## config.mk

```make
export PLATFORM = sky130hd
export DESIGN_NAME = dotn_acc_flat
export DESIGN_NICKNAME = d
export VERILOG_FILES = /design/src/rtl/dotn_acc_if.sv /design/src/rtl/dotn_acc.sv /design/src/flat_wrapper.sv
export SDC_FILE = /design/constraint.sdc
export NUM_CORES = 1
export LEC_CHECK = 0
export ABC_AREA = 1
export CELL_PAD_IN_SITES_DETAIL_PLACEMENT = 2
export CELL_PAD_IN_SITES_GLOBAL_PLACEMENT = 2
export CORE_ASPECT_RATIO = 1.75
export CORE_UTILIZATION = 33
export CTS_CLUSTER_DIAMETER = 200
export DETAILED_ROUTE_END_ITERATION = 10
export GPL_ROUTABILITY_DRIVEN = 0
export PLACE_DENSITY = 0.81
export SLEW_MARGIN = 0
export SYNTH_ARGS = -nofsm -noshare
export SYNTH_HDL_FRONTEND = slang
export SYNTH_SLANG_ARGS = --single-unit
```

## constraint.sdc

```tcl
create_clock -name clk -period 5.1 [get_ports clk]
set_input_delay 1.02 -clock clk [delete_from_list [all_inputs] [get_ports clk]]
set_output_delay 1.02 -clock clk [all_outputs]
set_load 0.05 [all_outputs]
```

## src/rtl/dotn_acc_if.sv

```systemverilog
// Handshake/operand bundle for dotn_acc.
//   start, acc_in : request and chaining select, sampled on an accepted start
//   v1, v2        : packed signed operand vectors, element i = v[i*W +: W]
//   busy, done    : operation in flight / one-cycle completion pulse
//   result        : signed Q(W-FRAC).FRAC result, held until the next done
//   overflow      : last result was clamped or wrapped, held
// master drives requests (bench / upstream), slave is the accumulator.
interface dotn_acc_if #(
  parameter int unsigned N = 4,
  parameter int unsigned W = 16
);
  logic           start;
  logic           acc_in;
  logic [N*W-1:0] v1;
  logic [N*W-1:0] v2;
  logic           busy;
  logic           done;
  logic [W-1:0]   result;
  logic           overflow;

  modport master (
    output start, acc_in, v1, v2,
    input  busy, done, result, overflow
  );

  modport slave (
    input  start, acc_in, v1, v2,
    output busy, done, result, overflow
  );
endinterface

```

## src/rtl/dotn_acc.sv

```systemverilog
// Sequential N-element signed fixed-point dot product with optional chained accumulation.
// result = (acc_in ? result : 0) + sum(v1[i] * v2[i]), in Q(W-FRAC).FRAC.
// One radix-2 shift-add multiplier is shared across elements; products are summed at full
// precision and rounded/saturated once at the end.
// Ports:
//   clk     : rising-edge clock
//   reset_n : asynchronous active-low reset
//   bus     : dotn_acc_if slave (start/acc_in/v1/v2 in, busy/done/result/overflow out)
module dotn_acc #(
  parameter int unsigned N     = 4,
  parameter int unsigned W     = 16,
  parameter int unsigned FRAC  = 8,
  parameter bit          ROUND = 1'b0,
  parameter bit          SAT   = 1'b1
) (
  input  logic       clk,
  input  logic       reset_n,
  dotn_acc_if.slave  bus
);

  localparam int unsigned AW = 2 * W + $clog2(N) + 2;
  localparam int unsigned EW = (N > 1) ? $clog2(N) : 1;
  localparam int unsigned BW = $clog2(W);

  typedef enum logic [1:0] {StIdle, StMul, StAcc, StFin} state_e;

  state_e         state_q;
  logic [N*W-1:0] v1_q, v2_q;   // remaining elements, current-next element at the bottom
  logic [2*W-1:0] mcand_q;      // |a| shifted left once per iteration
  logic [W-1:0]   mplr_q;       // |b| shifted right once per iteration
  logic [2*W-1:0] prod_q;       // unsigned product magnitude
  logic           sign_q;
  logic [BW-1:0]  bit_q;
  logic [EW-1:0]  elem_q;
  logic [AW-1:0]  acc_q;
  logic           busy_q, done_q, overflow_q;
  logic [W-1:0]   result_q;

  function automatic logic [W-1:0] mag(input logic [W-1:0] x);
    // -2^(W-1) maps to 2^(W-1), which still fits W unsigned bits
    return x[W-1] ? (~x + 1'b1) : x;
  endfunction

  logic [2*W-1:0]       prod_signed;
  logic [AW-1:0]        prod_ext, acc_sum, acc_rnd, preload;
  logic signed [AW-1:0] acc_shr;
  logic                 fin_ovf;
  logic [W-1:0]         fin_res;

  always_comb begin
    prod_signed = sign_q ? (~prod_q + 1'b1) : prod_q;
    prod_ext    = {{(AW - 2 * W){prod_signed[2*W-1]}}, prod_signed};
    acc_sum     = acc_q + prod_ext;
    acc_rnd     = ROUND ? (acc_sum + (AW'(1) << (FRAC - 1))) : acc_sum;
    acc_shr     = $signed(acc_rnd) >>> FRAC;
    // In range only if everything above the result sign bit is a copy of it
    fin_ovf     = !((&acc_shr[AW-1:W-1]) || !(|acc_shr[AW-1:W-1]));
    if (fin_ovf && SAT) begin
      fin_res = acc_shr[AW-1] ? {1'b1, {(W - 1){1'b0}}} : {1'b0, {(W - 1){1'b1}}};
    end else begin
      fin_res = acc_shr[W-1:0];
    end
    // Chained mode re-aligns the previous Q-format result to the accumulator's scale
    preload = {{(AW - W){result_q[W-1]}}, result_q} << FRAC;
  end

  always_ff @(posedge clk or negedge reset_n) begin
    if (!reset_n) begin
      state_q    <= StIdle;
      v1_q       <= '0;
      v2_q       <= '0;
      mcand_q    <= '0;
      mplr_q     <= '0;
      prod_q     <= '0;
      sign_q     <= 1'b0;
      bit_q      <= '0;
      elem_q     <= '0;
      acc_q      <= '0;
      busy_q     <= 1'b0;
      done_q     <= 1'b0;
      overflow_q <= 1'b0;
      result_q   <= '0;
    end else begin
      case (state_q)
        StIdle: begin
          if (bus.start) begin
            v1_q    <= bus.v1 >> W;
            v2_q    <= bus.v2 >> W;
            mcand_q <= {{W{1'b0}}, mag(bus.v1[W-1:0])};
            mplr_q  <= mag(bus.v2[W-1:0]);
            sign_q  <= bus.v1[W-1] ^ bus.v2[W-1];
            prod_q  <= '0;
            bit_q   <= '0;
            elem_q  <= '0;
            acc_q   <= bus.acc_in ? preload : '0;
            busy_q  <= 1'b1;
            state_q <= StMul;
          end
        end
        StMul: begin
          if (mplr_q[0]) prod_q <= prod_q + mcand_q;
          mcand_q <= mcand_q << 1;
          mplr_q  <= mplr_q >> 1;
          bit_q   <= bit_q + 1'b1;
          if (bit_q == BW'(W - 1)) state_q <= StAcc;
        end
        StAcc: begin
          acc_q <= acc_sum;
          if (elem_q == EW'(N - 1)) begin
            result_q   <= fin_res;
            overflow_q <= fin_ovf;
            done_q     <= 1'b1;
            state_q    <= StFin;
          end else begin
            elem_q  <= elem_q + 1'b1;
            mcand_q <= {{W{1'b0}}, mag(v1_q[W-1:0])};
            mplr_q  <= mag(v2_q[W-1:0]);
            sign_q  <= v1_q[W-1] ^ v2_q[W-1];
            v1_q    <= v1_q >> W;
            v2_q    <= v2_q >> W;
            prod_q  <= '0;
            bit_q   <= '0;
            state_q <= StMul;
          end
        end
        StFin: begin
          done_q  <= 1'b0;
          busy_q  <= 1'b0;
          state_q <= StIdle;
        end
        default: state_q <= StIdle;
      endcase
    end
  end

  assign bus.busy     = busy_q;
  assign bus.done     = done_q;
  assign bus.result   = result_q;
  assign bus.overflow = overflow_q;

endmodule

```

## src/flat_wrapper.sv

```systemverilog
// flat-port wrapper written by rule: the top's interface ports become plain ports
module dotn_acc_flat 
#(
  parameter int unsigned N     = 4,
  parameter int unsigned W     = 16,
  parameter int unsigned FRAC  = 8,
  parameter bit          ROUND = 1'b0,
  parameter bit          SAT   = 1'b1
)
  (clk, reset_n, bus_start, bus_acc_in, bus_v1, bus_v2, bus_busy, bus_done, bus_result, bus_overflow);
  dotn_acc_if #(.N(N), .W(W)) bus_i ();
  input  logic clk;
  input  logic reset_n;
  input wire logic [$bits(bus_i.start)-1:0] bus_start;
  input wire logic [$bits(bus_i.acc_in)-1:0] bus_acc_in;
  input wire logic [$bits(bus_i.v1)-1:0] bus_v1;
  input wire logic [$bits(bus_i.v2)-1:0] bus_v2;
  output wire logic [$bits(bus_i.busy)-1:0] bus_busy;
  output wire logic [$bits(bus_i.done)-1:0] bus_done;
  output wire logic [$bits(bus_i.result)-1:0] bus_result;
  output wire logic [$bits(bus_i.overflow)-1:0] bus_overflow;
  assign bus_i.start = bus_start;
  assign bus_i.acc_in = bus_acc_in;
  assign bus_i.v1 = bus_v1;
  assign bus_i.v2 = bus_v2;
  assign bus_busy = bus_i.busy;
  assign bus_done = bus_i.done;
  assign bus_result = bus_i.result;
  assign bus_overflow = bus_i.overflow;
  dotn_acc #(.N(N), .W(W), .FRAC(FRAC), .ROUND(ROUND), .SAT(SAT)) u_core (.clk(clk), .reset_n(reset_n), .bus(bus_i));
endmodule
```

==> flow_summary.yaml <==
status:
  status: "complete, no violations"
critical_path:
  cp_common_cell: "nand2_1"
  worst-r2r-cell-count: 32
  cp_max_fo: 8
  cp_slowest_cell: "dfrtp_1"
  r2r_setup_slack_ns: 0.32
  max_stage_delay_ns: 0.42
  critPathBufInv: 2
  cp-start-kind: "flip-flop"
  reg2reg_from: "u_core.prod_q[1]$_DFFE_PN0P_"
  critical-path-top-delay-family: "simple AND/OR/NAND/NOR gates"
  worstPathRequired_ns: 5.63
  r2r_end: "u_core.bus.result[11]$_DFFE_PN0P_"
  worst-setup-path-type: "flip-flop to flip-flop"
  end_kind: "flip-flop"
  cp_data_arrival_time_ns: 5.31
logic_synthesis:
  synthArstFlopShare_pct: 100
  yosysTopAreaCellShare_pct: 34.9
  yosysSeqAreaShare_pct: 34.9
  synth_cells: 2507
  netlist_area_um2: 17200
  synth_top_cell_by_area: "dfrtp_1"
  avgSynthCellArea_um2: 6.87
  yosysWarnings: 0
  syn_nets: 2719
  synth-edff-count: 0
  synth_area_leaders: "dfrtp_1, nand2_1, inv_1"
  synth_compound_area_share_pct: 17.8
  ys.flop_type: "dfrtp_1"
  synthSimpleGateAreaFrac_pct: 29.7
  synth_xor_area_share_pct: 2.49
  yosysUniqueCellTypes: 60
  synth.area.mux_share_pct: 0.0582
  synth_top_family_by_area: "simple AND/OR/NAND/NOR gates"
  ys_ff_latch: 240
  synthAdderAreaFrac_pct: 5.90
place:
  io_buffers: 150
  placedCellCount: 3259
  dpl.hpwl_um: 57400
final_layout:
  nets: 2840
  layout_common_cells: "nand2_1, inv_1, nor2_1"
  final_common_cell: "nand2_1"
  fin_cells: 3320
  fill_cells: 6200
  area_growth_pct: 19.1
  diodes: 0
  final_layout_size_suffix_gt1_share_pct: 7.82
floorplanning:
  io_pins: 151
  fp.dieH_um: 304
  start_util_pct: 33.4
  dieWidth_um: 175
  dieArea_um2: 53100
  core.rowCount: 110
  core_area_um2: 51500
route:
  drt-initial-drc-count: 545
  wl_per_cell_um: 21.9
  via_per_inst: 5.43
  via_count: 18026
  drc: 0
  drt-pass1-iter-count: 4
  ant_nets: 0
  wl_um: 72800
sta:
  post-route-min-period_ns: 4.78
  hold_violations: 0
  min_period_over_period_pct: 93.8
  relSlewSlack_pct: 32.4
  drv_slew: 0
  finalSetupViolCount: 0
  worst_hold_slack_ns: 0.435
  tns_ns: 0
  worst_pin_slew_ns: 1.01
  fmaxAchievable_mhz: 209
  skew_ns: 0.0298
clock_tree:
  clk_pin_slew_ns: 0.07
  cts.sinks: 240
  cts_buffer_depth: 3
  clk_latency_ns: 0.60
  cts_root_buffer: "clkbuf_16"
  cts_tree: "done"
  cts_htree_levels: 1
  numCtsBuffers: 28
grt:
  grt_pass1_wl_um: 114000
  grt_overflow: 0
  grt_antenna_before_repair: 0
  grt_use_total_pct: 27.5
  grt_pass1_vias: 20852
  grt_start_max_net_pins: 132
min_path:
  min_path_type: "input port to asynchronous set/reset pin"
flow_run:
  maxCapViolCount: 0
-- Yosys cell counts, drive strengths merged (2+ instances only) --
library cell  count
fa                2
o21bai            9
dfrtp           240
ha               78
and3              2
o31ai             9
clkinv            8
o221ai           12
xnor2            14
or2               3
nor4              3
a21oi           193
clkbuf           74
a21o              3
a31oi            79
nand4            17
a211oi            2
nor2            308
nand3           156
nand3b            5
o22ai            29
o211ai            7
nand2           671
xor2             35
a21boi            2
inv             305
nor3             23
a22oi             2
o311ai            4
and2              4
o21ai           177
o21a              3
buf              20
-- through the flow --
stage / utilization [%] / instance area, um2 / setup slack (ns)
after floorplan: - / 17200 / 1.28
after global placement: 37.7 / 19400 / 0.460
after detailed placement: 37.7 / 19400 / 0.118
after CTS: 39.5 / 20300 / 0.0433
after global routing: 39.8 / 20500 / -0.0456
final: 39.8 / 20500 / 0.317
-- worst register-to-register path: cells and delay by family (launching register included) --
family / cells / cell delay [ns]
buffers and inverters: 2 / 0.29
xor gates and xnor gates: 1 / 0.25
DFF: 1 / 0.42
AOI/OAI and AO/OA: 5 / 0.73
and+or+nand+nor: 22 / 2.59
adders and majority gates: 2 / 0.47
-- per-layer routing --
| layer | track usage (%) | part of all wire, % |
|---|---|---|
| met5 | 0 | 0 |
| met1 | 24.1 | 32 |
| met2 | 56.7 | 58 |
| met4 | 17.5 | 6.9 |
| met3 | 3.59 | 3.1 |
-- kinds of logic (layout without fill, tap and decap cells) --
kind of cell,count (synthesis),count (layout)
AOI/OAI and AO/OA,536,536
xor gates and xnor gates,49,49
adders and majority gates,80,80
buffers and inverters,408,548
DFF,240,240
muxes,1,1
and+or+nand+nor,1193,1194
-- how the worst max path moves through the flow --
stage / cells past startpoint / end / from
after floorplan: 31 / u_core.bus.result[10]$_DFFE_PN0P_ / u_core.prod_q[1]$_DFFE_PN0P_
after global placement: 30 / u_core.bus.result[3]$_DFFE_PN0P_ / u_core.prod_q[1]$_DFFE_PN0P_
after detailed placement: 30 / u_core.bus.result[0]$_DFFE_PN0P_ / u_core.prod_q[1]$_DFFE_PN0P_
after CTS: 30 / u_core.bus.result[1]$_DFFE_PN0P_ / u_core.prod_q[1]$_DFFE_PN0P_
after global routing: 31 / u_core.bus.result[0]$_DFFE_PN0P_ / u_core.prod_q[1]$_DFFE_PN0P_
final: 32 / u_core.bus.result[11]$_DFFE_PN0P_ / u_core.prod_q[1]$_DFFE_PN0P_
-- flip-flops by register name, summed over array words and instances, names as in the netlist --
name / count
u_core.acc_q: 36
u_core.bit_q: 4
u_core.bus.busy: 1
u_core.bus.done: 1
u_core.bus.overflow: 1
u_core.bus.result: 16
u_core.elem_q: 2
u_core.mcand_q: 32
u_core.mplr_q: 16
u_core.prod_q: 32
u_core.sign_q: 1
u_core.state_q: 2
u_core.v1_q: 48
u_core.v2_q: 48
-- cell type report --
| type | count | area [um2] | area share [%] |
|---|---|---|---|
| clock buffer | 37 | 744 | 3.63 |
| clock inverter | 13 | 191 | 0.934 |
| inverter | 313 | 1180 | 5.74 |
| multi-input combinational | 1860 | 9730 | 47.5 |
| sequential | 240 | 6010 | 29.3 |
| tap | 672 | 841 | 4.10 |
| timing repair buffer | 185 | 1810 | 8.82 |
-- repair_timing --
item / 4_1_cts / 5_1_grt
endpoints found under the setup margin: 0 / 16
gates resized for setup: 0 / 16
setup buffers: 0 / 10
hold buffers: 0 / 0
Power is not shown: default switching activity piles up to over one toggle a cycle in this logic, so the estimate is an artifact.
